### src/rtl/rx_fifo_uart_if.sv
// rtl/rx_fifo_uart_if.sv - bus-side signal bundle for the rx_fifo_uart receiver
// Purpose: groups the oversample tick, serial input, FIFO pop and error
//   clear (inputs to the receiver) with the FIFO head, status and sticky
//   flags (outputs of the receiver).
// Modports:
//   master - bus / baud side: drives rx_enable, rxd, read, clr_err
//   slave  - receiver side: drives rx_out, rda, rx_count, frame_err,
//            parity_err, overrun
interface rx_fifo_uart_if #(
  parameter int DATA_BITS  = 8,
  parameter int FIFO_DEPTH = 4
);
  localparam int CW = $clog2(FIFO_DEPTH + 1);

  logic                 rx_enable;
  logic                 rxd;
  logic                 read;
  logic                 clr_err;
  logic [DATA_BITS-1:0] rx_out;
  logic                 rda;
  logic [CW-1:0]        rx_count;
  logic                 frame_err;
  logic                 parity_err;
  logic                 overrun;

  modport master (
    output rx_enable, rxd, read, clr_err,
    input  rx_out, rda, rx_count, frame_err, parity_err, overrun
  );

  modport slave (
    input  rx_enable, rxd, read, clr_err,
    output rx_out, rda, rx_count, frame_err, parity_err, overrun
  );
endinterface

### src/rtl/rx_fifo_uart.sv
// rtl/rx_fifo_uart.sv - oversampling serial receiver with FWFT receive FIFO
// Purpose: deserialises idle-high, LSB-first frames on bus.rxd using the
//   bus.rx_enable oversample tick, checks optional parity and 1 or 2 stop
//   bits, and queues good words in a first-word-fall-through FIFO with
//   sticky framing / parity / overrun flags.
// Ports:
//   clk, rst_n     - system clock, asynchronous active-low reset
//   bus (slave)    - rx_enable, rxd, read, clr_err in;
//                    rx_out, rda, rx_count, frame_err, parity_err, overrun out
module rx_fifo_uart #(
  parameter int DATA_BITS  = 8,
  parameter int OVERSAMPLE = 16,
  parameter int FIFO_DEPTH = 4,
  parameter int PARITY_EN  = 0,
  parameter int PARITY_ODD = 0,
  parameter int STOP_BITS  = 1
) (
  input  logic           clk,
  input  logic           rst_n,
  rx_fifo_uart_if.slave  bus
);
  localparam int AW = $clog2(FIFO_DEPTH);
  localparam int CW = $clog2(FIFO_DEPTH + 1);
  localparam int TW = $clog2(OVERSAMPLE);
  localparam int IW = 4;

  typedef enum logic [2:0] {S_IDLE, S_START, S_DATA, S_PARITY, S_STOP} state_t;

  // input synchroniser, idle level is high
  logic r_sync1;
  logic r_rxs;

  always_ff @(posedge clk or negedge rst_n) begin
    if (!rst_n) begin
      r_sync1 <= 1'b1;
      r_rxs   <= 1'b1;
    end else begin
      r_sync1 <= bus.rxd;
      r_rxs   <= r_sync1;
    end
  end

  state_t               r_state, w_state_n;
  logic [TW-1:0]        r_cnt, w_cnt_n;
  logic [IW-1:0]        r_idx, w_idx_n;
  logic [DATA_BITS-1:0] r_shift, w_shift_n;
  logic                 r_par_bad, w_par_bad_n;
  logic                 r_stop_bad, w_stop_bad_n;
  logic                 w_done;
  logic                 w_bit_tick;
  logic                 w_par_exp;

  assign w_bit_tick = (r_cnt == TW'(OVERSAMPLE - 1));
  assign w_par_exp  = (^r_shift) ^ 1'(PARITY_ODD);

  always_ff @(posedge clk or negedge rst_n) begin
    if (!rst_n) begin
      r_state    <= S_IDLE;
      r_cnt      <= '0;
      r_idx      <= '0;
      r_shift    <= '0;
      r_par_bad  <= 1'b0;
      r_stop_bad <= 1'b0;
    end else begin
      r_state    <= w_state_n;
      r_cnt      <= w_cnt_n;
      r_idx      <= w_idx_n;
      r_shift    <= w_shift_n;
      r_par_bad  <= w_par_bad_n;
      r_stop_bad <= w_stop_bad_n;
    end
  end

  always_comb begin
    w_state_n    = r_state;
    w_cnt_n      = r_cnt;
    w_idx_n      = r_idx;
    w_shift_n    = r_shift;
    w_par_bad_n  = r_par_bad;
    w_stop_bad_n = r_stop_bad;
    w_done       = 1'b0;
    if (bus.rx_enable) begin
      case (r_state)
        S_IDLE: begin
          if (!r_rxs) begin
            w_state_n    = S_START;
            w_cnt_n      = TW'(1);
            w_idx_n      = '0;
            w_par_bad_n  = 1'b0;
            w_stop_bad_n = 1'b0;
          end
        end
        S_START: begin
          // the tick that would bring cnt to OVERSAMPLE/2 is mid start bit
          if (r_cnt == TW'(OVERSAMPLE / 2 - 1)) begin
            w_cnt_n   = '0;
            w_idx_n   = '0;
            w_state_n = r_rxs ? S_IDLE : S_DATA;
          end else begin
            w_cnt_n = r_cnt + TW'(1);
          end
        end
        S_DATA: begin
          if (w_bit_tick) begin
            w_cnt_n = '0;
            // right shift in at the MSB: after DATA_BITS samples bit 0 is first
            w_shift_n = {r_rxs, r_shift[DATA_BITS-1:1]};
            if (r_idx == IW'(DATA_BITS - 1)) begin
              w_idx_n   = '0;
              w_state_n = (PARITY_EN != 0) ? S_PARITY : S_STOP;
            end else begin
              w_idx_n = r_idx + IW'(1);
            end
          end else begin
            w_cnt_n = r_cnt + TW'(1);
          end
        end
        S_PARITY: begin
          if (w_bit_tick) begin
            w_cnt_n     = '0;
            w_par_bad_n = (r_rxs != w_par_exp);
            w_state_n   = S_STOP;
          end else begin
            w_cnt_n = r_cnt + TW'(1);
          end
        end
        S_STOP: begin
          if (w_bit_tick) begin
            w_cnt_n      = '0;
            w_stop_bad_n = r_stop_bad | ~r_rxs;
            if (r_idx == IW'(STOP_BITS - 1)) begin
              w_idx_n   = '0;
              w_done    = 1'b1;
              w_state_n = S_IDLE;
            end else begin
              w_idx_n = r_idx + IW'(1);
            end
          end else begin
            w_cnt_n = r_cnt + TW'(1);
          end
        end
        default: w_state_n = S_IDLE;
      endcase
    end
  end

  // frame verdict, framing > parity > overrun
  logic w_stop_fail;
  logic w_push_try;
  logic w_push;
  logic w_pop;
  logic w_empty;
  logic w_full;
  logic w_set_frame;
  logic w_set_parity;
  logic w_set_overrun;

  logic [DATA_BITS-1:0] r_mem [FIFO_DEPTH];
  logic [AW:0]          r_wptr;
  logic [AW:0]          r_rptr;
  logic [AW:0]          w_used;

  assign w_stop_fail   = r_stop_bad | ~r_rxs;
  assign w_set_frame   = w_done & w_stop_fail;
  assign w_set_parity  = w_done & ~w_stop_fail & r_par_bad;
  assign w_push_try    = w_done & ~w_stop_fail & ~r_par_bad;
  assign w_empty       = (r_wptr == r_rptr);
  assign w_full        = (r_wptr[AW] != r_rptr[AW]) && (r_wptr[AW-1:0] == r_rptr[AW-1:0]);
  assign w_pop         = bus.read & ~w_empty;
  // a same-cycle pop frees the slot a full FIFO would otherwise refuse
  assign w_push        = w_push_try & (~w_full | w_pop);
  assign w_set_overrun = w_push_try & w_full & ~w_pop;
  assign w_used        = r_wptr - r_rptr;

  always_ff @(posedge clk or negedge rst_n) begin
    if (!rst_n) begin
      r_wptr <= '0;
      r_rptr <= '0;
      for (int i = 0; i < FIFO_DEPTH; i++) r_mem[i] <= '0;
    end else begin
      if (w_push) begin
        r_mem[r_wptr[AW-1:0]] <= w_shift_n;
        r_wptr <= r_wptr + (AW+1)'(1);
      end
      if (w_pop) r_rptr <= r_rptr + (AW+1)'(1);
    end
  end

  logic r_frame_err;
  logic r_parity_err;
  logic r_overrun;

  // a flag being set beats a clear in the same cycle
  always_ff @(posedge clk or negedge rst_n) begin
    if (!rst_n) begin
      r_frame_err  <= 1'b0;
      r_parity_err <= 1'b0;
      r_overrun    <= 1'b0;
    end else begin
      if (w_set_frame)      r_frame_err <= 1'b1;
      else if (bus.clr_err) r_frame_err <= 1'b0;
      if (w_set_parity)     r_parity_err <= 1'b1;
      else if (bus.clr_err) r_parity_err <= 1'b0;
      if (w_set_overrun)    r_overrun <= 1'b1;
      else if (bus.clr_err) r_overrun <= 1'b0;
    end
  end

  assign bus.rx_out     = r_mem[r_rptr[AW-1:0]];
  assign bus.rda        = ~w_empty;
  assign bus.rx_count   = CW'(w_used);
  assign bus.frame_err  = r_frame_err;
  assign bus.parity_err = r_parity_err;
  assign bus.overrun    = r_overrun;
endmodule

### src/flat_wrapper.sv
// flat-port wrapper written by rule: the top's interface ports become plain ports
module rx_fifo_uart_flat 
#(
  parameter int DATA_BITS  = 8,
  parameter int OVERSAMPLE = 16,
  parameter int FIFO_DEPTH = 4,
  parameter int PARITY_EN  = 0,
  parameter int PARITY_ODD = 0,
  parameter int STOP_BITS  = 1
)
  (clk, rst_n, bus_rx_enable, bus_rxd, bus_read, bus_clr_err, bus_rx_out, bus_rda, bus_rx_count, bus_frame_err, bus_parity_err, bus_overrun);
  rx_fifo_uart_if #(.DATA_BITS(DATA_BITS), .FIFO_DEPTH(FIFO_DEPTH)) bus_i ();
  input  logic clk;
  input  logic rst_n;
  input wire logic [$bits(bus_i.rx_enable)-1:0] bus_rx_enable;
  input wire logic [$bits(bus_i.rxd)-1:0] bus_rxd;
  input wire logic [$bits(bus_i.read)-1:0] bus_read;
  input wire logic [$bits(bus_i.clr_err)-1:0] bus_clr_err;
  output wire logic [$bits(bus_i.rx_out)-1:0] bus_rx_out;
  output wire logic [$bits(bus_i.rda)-1:0] bus_rda;
  output wire logic [$bits(bus_i.rx_count)-1:0] bus_rx_count;
  output wire logic [$bits(bus_i.frame_err)-1:0] bus_frame_err;
  output wire logic [$bits(bus_i.parity_err)-1:0] bus_parity_err;
  output wire logic [$bits(bus_i.overrun)-1:0] bus_overrun;
  assign bus_i.rx_enable = bus_rx_enable;
  assign bus_i.rxd = bus_rxd;
  assign bus_i.read = bus_read;
  assign bus_i.clr_err = bus_clr_err;
  assign bus_rx_out = bus_i.rx_out;
  assign bus_rda = bus_i.rda;
  assign bus_rx_count = bus_i.rx_count;
  assign bus_frame_err = bus_i.frame_err;
  assign bus_parity_err = bus_i.parity_err;
  assign bus_overrun = bus_i.overrun;
  rx_fifo_uart #(.DATA_BITS(DATA_BITS), .OVERSAMPLE(OVERSAMPLE), .FIFO_DEPTH(FIFO_DEPTH), .PARITY_EN(PARITY_EN), .PARITY_ODD(PARITY_ODD), .STOP_BITS(STOP_BITS)) u_core (.clk(clk), .rst_n(rst_n), .bus(bus_i));
endmodule
### config.mk
export PLATFORM = sky130hd
export DESIGN_NAME = rx_fifo_uart_flat
export DESIGN_NICKNAME = d
export VERILOG_FILES = /design/src/rtl/rx_fifo_uart_if.sv /design/src/rtl/rx_fifo_uart.sv /design/src/flat_wrapper.sv
export SDC_FILE = /design/constraint.sdc
export NUM_CORES = 1
export LEC_CHECK = 0
export BUFFER_PORTS_ARGS = -buffer_cell sky130_fd_sc_hd__buf_2
export CAP_MARGIN = 10
export CORE_MARGIN = 2
export CORE_UTILIZATION = 32
export CTS_BUF_LIST = sky130_fd_sc_hd__clkbuf_16
export CTS_CLUSTER_DIAMETER = 150
export CTS_CLUSTER_SIZE = 10
export DETAILED_ROUTE_END_ITERATION = 8
export PLACE_DENSITY_LB_ADDON = 0.1
export REMOVE_ABC_BUFFERS = 1
export SLEW_MARGIN = 20
export SYNTH_ARGS = -nofsm -noshare
export SYNTH_HDL_FRONTEND = slang
export SYNTH_SLANG_ARGS = --single-unit
### constraint.sdc
create_clock -name clk -period 3.8 [get_ports clk]
set_clock_uncertainty 0.05 [all_clocks]
set_input_delay 1.14 -clock clk [delete_from_list [all_inputs] [get_ports clk]]
set_output_delay 1.14 -clock clk [all_outputs]
set_load 0.005 [all_outputs]
==> flow_summary.ini <==
[final_layout]
area_delta_synth_final_pct = 17.3
post-route-cell-area_sq_um = 3720
nNetsFinal = 296
fin_util = 0.384
antenna_cells = 0
drive_gt1_frac = 0.342

[place]
place_congestion = 0.723
place_area_sq_um = 3430
port_buffers = 20
preCtsSetupSlack_ps = 691
hpwl_mm = 4.26

[clocking]
clkSlewWorstSetupHoldPaths_ps = 50
cts_buffer_depth = 2
cts_resized = 0
postCtsSetupBuffers = 0
cts_tree = yes
postCtsHoldBufs = 0
cts_sinks = 64
cts_htree_levels = 3
cts-root-buf = clkbuf_16
cts_buffers = 9
clk-insertion-delay-late_ps = 330

[synthesis]
synth.most_common_cell = dfrtp_1
synthArstFlopShare = 1.00
synth_cell_types = 47
syn-cell-area_sq_um = 3170
synth_top_cells_by_count = dfrtp_1 (62), mux2_2 (42), nand2_1 (19)
synth_top_area_share = 0.490
synth_largest_area_cell = dfrtp_1
avgSynthCellArea_sq_um = 12.6
netlist_instances = 252
ys_seq_area_frac = 0.506
synth_ff_type = dfrtp_1
synth_edf_count = 0
ys_warn_count = 0
synth_area_leaders = dfrtp_1 (49%), mux2_2 (15%), mux4_2 (5.7%)
ys_seq_elements = 64

[route]
firstDrtPassIters = 4
viasPerCell = 4.80
vias = 2002
drtAntennaViolNets = 0
routed_wl_mm = 6.44
drc = 0
drtIter0Drc = 40
wl_per_cell_microns = 15.4

[pwr]
irDropWorstVdd_v = 0.000419
leakage_nw = 1.75
power_density_nw_per_um2 = 594

[floorplanning]
core_sq_um = 9680
rows = 36
die_y_microns = 104
initial_core_util = 0.327
io_pins = 21
dieArea_sq_um = 10700
die_x_microns = 104

[timing]
max_slew_margin = 0.518
fin_ws_ps = 633
max_slew.worst_pin.slew_ps = 722
slew_violations = 0
hold_viol = 0
fin_tns_setup_ps = 0
fmax_mhz = 316
period_share = 0.833
grt_setup_unrepaired = no
period_minus_slack_ps = 3170
setup_viol = 0

[global_routing]
grt_pass1_vias = 2089
grt_antenna_before_repair = 0
grt_pass1_wl_mm = 10.9
overflow = 0
grt_max_degree = 65
grt_usage = 0.129

[setup_path]
crit_type = reg -> out
start_kind = flop
worstPathRequired_ps = 2610
crit_start = u_core.r_rptr[0]$_DFFE_PN0P_
cp_max_fo = 11
worst-endpoint-arrival_ps = 1980
r2r-start = u_core.r_rptr[0]$_DFFE_PN0P_
critPathCaptureType = output pin

[hold_path]
hp-class = reg -> reg
holdCritStartpoint = u_core.r_sync1$_DFF_PN1_

[run]
cap_violations = 0

[run_status]
outcome = finished clean
worst max-delay path, cell delays in order, from the launching register on:
cell	delay (ps)
dfrtp_1	640
ha_1	350
fa_1	370
xnor2_1	160
buf_2	130
cell type report:
class | count | area (sq um)
Inverter | 13 | 48.8
Clock buffer | 9 | 225
Tap cell | 133 | 166
Multi-Input combinational cell | 169 | 1480
Timing Repair Buffer | 22 | 128
Sequential cell | 64 | 1600
Fill cell | 955 | 5970
Clock inverter | 7 | 60.1
power by group:
group	internal [mW]	switching, mW	total (mW)
sequential	0.752	0.156	0.907
combinational	0.245	0.265	0.510
clock	0.498	0.292	0.789
total	1.49	0.712	2.21
sequential cells by signal (all words and copies together) (netlist names):
name and cells:
u_core.r_sync1 1, u_core.bus.parity_err 1, u_core.r_par_bad 1, u_core.r_idx 4, u_core.r_stop_bad 1, u_core.bus.overrun 1, u_core.r_cnt 4, u_core.r_wptr 3
u_core.bus.frame_err 1, u_core.r_rptr 3, u_core.r_mem 32, u_core.r_rxs 1, u_core.r_shift 8, u_core.r_state 3
final timing paths:
kind | to | slack (ps) | cells past startpoint
setup / recovery | bus_rx_count[2] | 630 | 4
hold / removal | u_core.r_rxs$_DFF_PN1_ | 300 | 0
setup reg to reg | u_core.r_mem[6]$_DFFE_PN0P_ | 1100 | 6
hold reg to reg | u_core.r_rxs$_DFF_PN1_ | 300 | 0
max in group asynchronous | u_core.r_sync1$_DFF_PN1_ | 2580 | 2
min in group asynchronous | u_core.r_state[0]$_DFFE_PN0P_ | 760 | 2
layer usage:
layer / up-vias / track usage / routed length [microns]
li1: 957 / - / -
met1: 1017 / 0.161 / 3030
met2: 22 / 0.215 / 3180
met3: 6 / 0.0365 / 146
met4: 0 / 0.0463 / 84
met5: - / 0 / 0
metrics by stage:
step                      total power, mW  std cells  hold WS [ps]
final                                2.21        417           305
after global routing                 2.35        417           310
after CTS                            2.24        417           307
after detailed placement             1.43        401           299
after global placement               1.43        401           297
after floorplan                      1.26        246           295
layout by cell type, fill, tap and decap left out, types with 4 or more instances in the layout:
cell and count:
buf_2 20, clkbuf_16 9, dfrtp_1 62, ha_1 10, inv_1 16, mux2_2 42, mux4_2 8, nand2_1 19
nand2_2 4, nand3_1 9, nor2_1 9, o21ai_0 7, o22ai_1 4, xnor2_1 14
cell families after synthesis:
logic type | synth area share
AND/OR/NAND/NOR | 0.109
buffers and inverters | 0.0257
flip-flops | 0.506
adder cells (fa/ha/maj) | 0.0490
multiplexers | 0.212
AO/OA/AOI/OAI | 0.0592
XOR/XNOR | 0.0387
No activity file was read; power rests on OpenSTA's default activity.
